$ cat config.mk
export PLATFORM = sky130hd
export DESIGN_NAME = ram_ctrl
export DESIGN_NICKNAME = d
export VERILOG_FILES = /design/src/rtl/ram_ctrl.sv
export SDC_FILE = /design/constraint.sdc
export NUM_CORES = 1
export LEC_CHECK = 0
export ABC_AREA = 1
export CAP_MARGIN = 20
export CELL_PAD_IN_SITES_DETAIL_PLACEMENT = 0
export CELL_PAD_IN_SITES_GLOBAL_PLACEMENT = 1
export CORE_ASPECT_RATIO = 1.5
export CORE_MARGIN = 4
export CORE_UTILIZATION = 40
export CTS_CLUSTER_SIZE = 12
export DETAILED_ROUTE_END_ITERATION = 6
export DONT_BUFFER_PORTS = 1
export PLACE_DENSITY = 0.78
export SLEW_MARGIN = 20
export SYNTH_ARGS = -nofsm -noshare
export SYNTH_HDL_FRONTEND = slang
export SYNTH_SLANG_ARGS = --single-unit
export TNS_END_PERCENT = 50
$ cat constraint.sdc
create_clock -name clk -period 5.1 [get_ports clk]
set_input_delay 1.02 -clock clk [delete_from_list [all_inputs] [get_ports clk]]
set_output_delay 1.02 -clock clk [all_outputs]
set_load 0.1 [all_outputs]
$ cat src/rtl/ram_ctrl.sv
// Memory controller arbitrating instruction-fetch and data ports onto one
// word-wide synchronous single-port RAM, with sub-word loads and read-modify-write stores.
module ram_ctrl #(
  parameter int ADDR_W = 14,
  parameter int RD_LAT = 1
) (
  input  logic              clk,
  input  logic              rst,
  input  logic              i_req,
  input  logic [31:0]       i_addr,
  output logic              i_done,
  output logic [31:0]       i_rdata,
  output logic              i_err,
  input  logic              d_req,
  input  logic              d_wen,
  input  logic [1:0]        d_size,
  input  logic              d_unsigned,
  input  logic [31:0]       d_addr,
  input  logic [31:0]       d_wdata,
  output logic              d_done,
  output logic [31:0]       d_rdata,
  output logic              d_err,
  output logic              ram_clk,
  output logic [ADDR_W-1:0] ram_addr,
  output logic [31:0]       ram_store,
  output logic              ram_wen,
  input  logic [31:0]       ram_load
);

  typedef enum logic [2:0] {IDLE, RD, RMW_RD, RMW_WR, WR, DONE} state_e;

  localparam logic [1:0] LAT = RD_LAT[1:0];

  state_e              state_q;
  logic [1:0]          cnt_q;
  logic                dSel_q;
  logic [1:0]          size_q;
  logic                zext_q;
  logic [1:0]          lane_q;
  logic [15:0]         wdata_q;
  logic                iDone_q, iErr_q, dDone_q, dErr_q;
  logic [31:0]         iRdata_q, dRdata_q;
  logic [ADDR_W-1:0]   ramAddr_q;
  logic [31:0]         ramStore_q;
  logic                ramWen_q;

  logic [31:0] dHigh, iHigh;
  logic        dErr, iErr;

  // Anything above the RAM's byte range, or not naturally aligned, is rejected.
  always_comb begin
    dHigh = d_addr >> (ADDR_W + 2);
    iHigh = i_addr >> (ADDR_W + 2);
    dErr  = (|dHigh) || (d_size == 2'b11) ||
            (d_size == 2'b01 && d_addr[0]) ||
            (d_size == 2'b10 && (|d_addr[1:0]));
    iErr  = (|iHigh) || (|i_addr[1:0]);
  end

  function automatic logic [31:0] loadExtract(input logic [31:0] word, input logic [1:0] size,
                                              input logic [1:0] lane, input logic zext);
    logic [7:0]  b;
    logic [15:0] h;
    logic [31:0] r;
    b = word[{lane, 3'b000} +: 8];
    h = lane[1] ? word[31:16] : word[15:0];
    case (size)
      2'b00:   r = zext ? {24'b0, b} : {{24{b[7]}}, b};
      2'b01:   r = zext ? {16'b0, h} : {{16{h[15]}}, h};
      default: r = word;
    endcase
    return r;
  endfunction

  function automatic logic [31:0] storeMerge(input logic [31:0] word, input logic [15:0] wd,
                                             input logic [1:0] size, input logic [1:0] lane);
    logic [31:0] r;
    r = word;
    case (size)
      2'b00: r[{lane, 3'b000} +: 8] = wd[7:0];
      2'b01: begin
        if (lane[1]) r[31:16] = wd;
        else         r[15:0]  = wd;
      end
      default: ;
    endcase
    return r;
  endfunction

  always_ff @(posedge clk or posedge rst) begin
    if (rst) begin
      state_q    <= IDLE;
      cnt_q      <= '0;
      dSel_q     <= 1'b0;
      size_q     <= '0;
      zext_q     <= 1'b0;
      lane_q     <= '0;
      wdata_q    <= '0;
      iDone_q    <= 1'b0;
      iErr_q     <= 1'b0;
      iRdata_q   <= '0;
      dDone_q    <= 1'b0;
      dErr_q     <= 1'b0;
      dRdata_q   <= '0;
      ramAddr_q  <= '0;
      ramStore_q <= '0;
      ramWen_q   <= 1'b0;
    end else begin
      case (state_q)
        IDLE: begin
          cnt_q <= '0;
          // Data port has fixed priority; a losing fetch simply stays pending.
          if (d_req) begin
            dSel_q  <= 1'b1;
            size_q  <= d_size;
            zext_q  <= d_unsigned;
            lane_q  <= d_addr[1:0];
            wdata_q <= d_wdata[15:0];
            if (dErr) begin
              dDone_q <= 1'b1;
              dErr_q  <= 1'b1;
              state_q <= DONE;
            end else begin
              ramAddr_q <= d_addr[ADDR_W+1:2];
              if (d_wen && d_size == 2'b10) begin
                ramStore_q <= d_wdata;
                ramWen_q   <= 1'b1;
                state_q    <= WR;
              end else if (d_wen) begin
                state_q <= RMW_RD;
              end else begin
                state_q <= RD;
              end
            end
          end else if (i_req) begin
            dSel_q <= 1'b0;
            size_q <= 2'b10;
            zext_q <= 1'b0;
            lane_q <= 2'b00;
            if (iErr) begin
              iDone_q <= 1'b1;
              iErr_q  <= 1'b1;
              state_q <= DONE;
            end else begin
              ramAddr_q <= i_addr[ADDR_W+1:2];
              state_q   <= RD;
            end
          end
        end
        RD: begin
          if (cnt_q == LAT) begin
            if (dSel_q) begin
              dRdata_q <= loadExtract(ram_load, size_q, lane_q, zext_q);
              dDone_q  <= 1'b1;
            end else begin
              iRdata_q <= ram_load;
              iDone_q  <= 1'b1;
            end
            state_q <= DONE;
          end else begin
            cnt_q <= cnt_q + 2'd1;
          end
        end
        RMW_RD: begin
          if (cnt_q == LAT) begin
            ramStore_q <= storeMerge(ram_load, wdata_q, size_q, lane_q);
            ramWen_q   <= 1'b1;
            state_q    <= RMW_WR;
          end else begin
            cnt_q <= cnt_q + 2'd1;
          end
        end
        RMW_WR, WR: begin
          ramWen_q <= 1'b0;
          dDone_q  <= 1'b1;
          state_q  <= DONE;
        end
        DONE: begin
          iDone_q <= 1'b0;
          iErr_q  <= 1'b0;
          dDone_q <= 1'b0;
          dErr_q  <= 1'b0;
          state_q <= IDLE;
        end
        default: state_q <= IDLE;
      endcase
    end
  end

  assign ram_clk   = clk;
  assign ram_addr  = ramAddr_q;
  assign ram_store = ramStore_q;
  assign ram_wen   = ramWen_q;
  assign i_done    = iDone_q;
  assign i_err     = iErr_q;
  assign i_rdata   = iRdata_q;
  assign d_done    = dDone_q;
  assign d_err     = dErr_q;
  assign d_rdata   = dRdata_q;

endmodule

==> flow_summary.json, run 1 <==
{
  "rsz0062_at_grt": "false",
  "wl_met2_mm": 15.0,
  "drt_iter0_markers": 483,
  "synth_area_per_cell_um2": 7.03,
  "viasPerCell": 5.49,
  "hp-class": "in -> async",
  "final_common_cell": "nand2_1",
  "fin_ws_ns": 1.53,
  "dieArea_mm2": 0.0232,
  "grt.total_usage_pct": 25.1,
  "cp_num_cells": 0,
  "initial_core_util_pct": 40.7,
  "num_vias": 7801,
  "routedWlPerCell_um": 20.9,
  "clk_latency_ns": 0.44,
  "ios": 252,
  "hold_viol": 0,
  "postCtsResizedCells": 0,
  "cts_buffer_depth": 2,
  "cp-end-kind": "primary output",
  "finalWirelength_mm": 29.7,
  "cp-start-kind": "clock port",
  "reg2reg_depth": 11,
  "dr.pass1.iters": 5,
  "die_y_um": 184,
  "cap_violations": 0,
  "setup_tns_ns": 0,
  "postCtsHoldBufs": 0,
  "synthFlopType": "dfrtp_1",
  "critical_path_class": "clk -> out",
  "required_ns": 4.08,
  "drive_above_1_share_pct": 6.31,
  "cp.arrival_ns": 2.55,
  "routed.top_layer": "met4",
  "post-route-drc-count": 0,
  "cts_root_buffer": "clkbuf_16",
  "wl_met3_mm": 2.66,
  "setup_violations": 0,
  "grt-ovfl-total": 0,
  "post-place-ws_ns": 1.53,
  "fill_cells": 2130,
  "synth-edff-count": 0,
  "status": "finished clean",
  "fin_skew_ns": 0.0115,
  "rrSetupSlack_ns": 2.26,
  "grt_max_degree": 106,
  "post_cts_buffers": 0,
  "netlist_area_mm2": 0.00830,
  "regToRegStartpoint": "lane_q[1]$_DFFE_PP0P_",
  "htree_levels": 4,
  "port_buffers": 0,
  "row_count": 64,
  "syn_inst": 1182,
  "cts_tree": "done",
  "ys_async_sr_fraction_pct": 100,
  "synth_nets": 1324,
  "layout_common_cells": "nand2_1 (443), dfrtp_1 (141), nor2_1 (112), a21oi_1 (112), nand3_1 (62)",
  "crit_fanout": 2,
  "syn2layout_area_growth_pct": 9.31,
  "ys_seq_area_share_pct": 42.8,
  "coreArea_mm2": 0.0204,
  "drv_slew": 0,
  "antenna_left": 0,
  "ys_ff_latch": 142,
  "timing.rr.end": "ram_store[8]$_DFFE_PP0P_",
  "wl_met1_mm": 11.1,
  "relSlewSlack_pct": 33.9,
  "nNetsFinal": 1286,
  "clock-sinks": 142,
  "clkTransAtPathRegs_ns": 0.06,
  "cts_buffers": 17,
  "yosys_warnings": 0,
  "place.gp.congestion": 0.902,
  "antenna_cells": 0,
  "die_w_um": 126,
  "worstMarginPinSlew_ns": 0.991,
  "synth_cell_types": 35,
  "antenna_found_initial": 0,
  "grt_pass1_vias": 7584,
  "dpl.hpwl_mm": 21.9,
  "grt_pass1_wl_mm": 44.8
}
state kept, by name, indices dropped and copies added (netlist names), 2 cells and up:
signal,flops
ram_store,32
cnt_q,2
ram_addr,14
state_q,3
lane_q,2
d_rdata,32
size_q,2
wdata_q,16
i_rdata,32
worst max path at each step:
stage                     slack [ns]  from                    to
after floorplan                 0.27   rst  cnt_q[0]$_DFFE_PP0P_
after global placement          1.53   clk               ram_clk
after detailed placement        1.53   clk               ram_clk
after CTS                       1.53   clk               ram_clk
after global routing            1.53   clk               ram_clk
final                           1.53   clk               ram_clk
metal layers:
metal  vias up  global-route usage [%]
met5         -                       0
met4         0                    10.2
li1       3748                       -
met2       367                    44.1
met1      3640                    29.2
met3        46                    6.61
cell usage after synthesis, types with 2 or more instances:
cell / instances / area, um^2
o21a_1: 3 / 22.5
nand2_2: 4 / 25.0
clkbuf_1: 19 / 71.3
o221ai_1: 3 / 26.3
a31oi_1: 2 / 12.5
buf_1: 5 / 18.8
ha_1: 6 / 75.1
o22ai_1: 4 / 25.0
nor2_1: 112 / 420
inv_2: 9 / 33.8
nand2_1: 443 / 1660
mux2_1: 10 / 113
nand3_2: 2 / 20.0
o21ai_0: 54 / 270
mux2i_1: 14 / 140
buf_4: 3 / 22.5
mux2_2: 2 / 22.5
a21oi_1: 112 / 561
nand4_1: 34 / 213
nor2_4: 4 / 45.0
inv_1: 60 / 225
buf_2: 40 / 200
o21ai_1: 21 / 105
nor2_2: 2 / 12.5
nand3_1: 62 / 310
o21ai_2: 2 / 17.5
dfrtp_1: 142 / 3550
cell type report:
class | count | area (um^2) | area share (%)
timing repair buffer | 10 | 95.1 | 1.05
sequential | 142 | 3550 | 39.2
tap | 264 | 330 | 3.64
multi-input combinational | 904 | 4180 | 46.0
inverter | 69 | 264 | 2.91
clock buffer | 19 | 443 | 4.88
clock inverter | 13 | 211 | 2.33
cells by family after synthesis:
kind of cell | Yosys count | synth area share, %
flip-flops | 142 | 42.8
buffers and inverters | 136 | 6.89
multiplexers | 26 | 3.31
AND/OR/NAND/NOR | 668 | 33.2
AO/OA/AOI/OAI | 204 | 12.9
adder cells (fa/ha/maj) | 6 | 0.904
per-stage QoR:
| stage | cells | hold WS [ns] | instance area, um^2 | util, % |
|---|---|---|---|---|
| global placement | 1388 | 0.504 | 8400 | 41.1 |
| detailed placement | 1388 | 0.515 | 8400 | 41.1 |
| finish | 1421 | 0.458 | 9080 | 44.5 |
| floorplan | 1182 | 0.471 | 8300 | - |
| global route | 1421 | 0.487 | 9080 | 44.5 |
| CTS | 1420 | 0.530 | 9050 | 44.3 |
Power of run 1 is left out: the tool's default activity adds up to more than one toggle a clock period on the data nets, which glitch-free logic cannot reach.
==> run 2, diff against run 1 <==
==> constraint.sdc (replaced) <==
create_clock -name clk -period 3.2 [get_ports clk]
set_input_delay 0.64 -clock clk [delete_from_list [all_inputs] [get_ports clk]]
set_output_delay 0.64 -clock clk [all_outputs]
set_load 0.1 [all_outputs]
==> run 2 against run 1 <==
- die area unchanged
- core utilization increased by 0.11 points
- hold slack got worse by 0.38 ns
- setup slack got worse by 0.60 ns
- register-to-register slack got worse by 1.3 ns
- critical path type is now reg -> reg
- first-iteration DRC count increased by 17%
- critical path depth increased by 6
- clock-buffer cell count unchanged
- non-clock buffer count increased by 12
- sequential share of layout area decreased by 0.097 points
- final cell count increased by 0.84%
==> flow_summary.json, run 2 (synthesis results as in run 1) <==
{
  "status": "finished clean",
  "fill_cells": 2108,
  "post-route-drc-count": 0,
  "drive_above_1_share_pct": 7.19,
  "final_common_cell": "nand2_1",
  "die_y_um": 184,
  "period_share_pct": 71.1,
  "postCtsHoldBufs": 0,
  "routedWlPerCell_um": 21.1,
  "critical_path_class": "reg -> reg",
  "timing.rr.end": "d_rdata[21]$_DFFE_PP0P_",
  "syn2layout_area_growth_pct": 9.58,
  "htree_levels": 4,
  "row_count": 64,
  "placed_area_mm2": 0.00850,
  "grt-ovfl-total": 0,
  "clk_latency_ns": 0.44,
  "crit_fanout": 62,
  "final_util_pct": 44.6,
  "cts_tree": "done",
  "hp-class": "in -> async",
  "dpl.hpwl_mm": 22.8,
  "dieArea_mm2": 0.0232,
  "num_vias": 7903,
  "place.gp.congestion": 0.921,
  "clock-sinks": 142,
  "setup_tns_ns": 0,
  "fin_ws_ns": 0.926,
  "finalCriticalPeriod_ns": 2.27,
  "drt_iter0_markers": 566,
  "cts_buffers": 17,
  "multi_input_area_mm2": 0.00418,
  "crit_chain": "buf_4, o21ai_0, nand3_1, o21ai_1, o21ai_2, a21oi_1",
  "slowest_delay_ns": 0.59,
  "coreArea_mm2": 0.0204,
  "antenna_left": 0,
  "post-place-ws_ns": 0.960,
  "timing.fmax_mhz": 440,
  "antenna_cells": 0,
  "die_w_um": 126,
  "grt_max_degree": 63,
  "startpoint": "lane_q[1]$_DFFE_PP0P_",
  "cp-end-kind": "flop",
  "cap_violations": 0,
  "rrSetupSlack_ns": 0.93,
  "relSlewSlack_pct": 31.9,
  "grt.total_usage_pct": 25.9,
  "antenna_found_initial": 0,
  "required_ns": 3.48,
  "finalWirelength_mm": 30.3,
  "layout_common_cells": "nand2_1 (443), dfrtp_1 (141), nor2_1 (112), a21oi_1 (112), nand3_1 (62)",
  "ios": 252,
  "viasPerCell": 5.52,
  "postCtsResizedCells": 0,
  "cts_buffer_depth": 2,
  "dr.pass1.iters": 5,
  "reg2reg_depth": 6,
  "setup_violations": 0,
  "rsz0062_at_grt": "false",
  "initial_core_util_pct": 40.7,
  "post_cts_buffers": 0,
  "clkTransAtPathRegs_ns": 0.07,
  "cp.arrival_ns": 2.55,
  "nNetsFinal": 1298,
  "port_buffers": 0,
  "regToRegStartpoint": "lane_q[1]$_DFFE_PP0P_",
  "cp-start-kind": "flop",
  "grt_pass1_vias": 7725,
  "postLayoutCellArea_mm2": 0.00910,
  "drv_slew": 0,
  "worstMarginPinSlew_ns": 1.02,
  "hold_viol": 0,
  "grt_pass1_wl_mm": 45.9,
  "cp_slowest_cell": "o21ai_2",
  "seqCellArea_mm2": 0.00355,
  "cts_root_buffer": "clkbuf_16",
  "fin_skew_ns": 0.0108
}
run 2: metrics by stage:
stage / instances / hold slack, ns
final: 1433 / 0.0753
after global routing: 1433 / 0.0859
after CTS: 1433 / 0.0738
after detailed placement: 1401 / 0.522
after global placement: 1401 / 0.501
after floorplan: 1182 / 0.471
run 2: how the worst max path moves through the flow:
stage	to	slack [ns]	cells after the start
final	d_rdata[21]$_DFFE_PP0P_	0.93	6
after global routing	d_rdata[21]$_DFFE_PP0P_	0.74	6
after CTS	ram_store[3]$_DFFE_PP0P_	0.96	10
after detailed placement	ram_clk	0.96	0
after global placement	ram_clk	0.96	0
after floorplan	ram_clk	0.75	1
run 2: area by class of cell:
class                           instances  share of cell area (%)
Inverter                               69                    2.89
Multi-Input combinational cell        904                    45.9
Tap cell                              264                    3.63
Timing Repair Buffer                   22                    1.95
Clock buffer                           19                    4.76
Sequential cell                       142                    39.1
Clock inverter                         13                    1.79
run 2: critical path, delay by kind of cell (launching register included):
family	cells	cell delay, ns
compound gates	4	1.09
buf+inv	1	0.52
flops	1	0.35
simple gates	1	0.13
run 2: metal layers:
layer	share of wire (%)	GRT usage, %
met5	0	0
met4	4.1	12.2
met3	9.6	7.13
met2	50	44.5
met1	37	30.1
Power of run 2 is left out for the same reason.
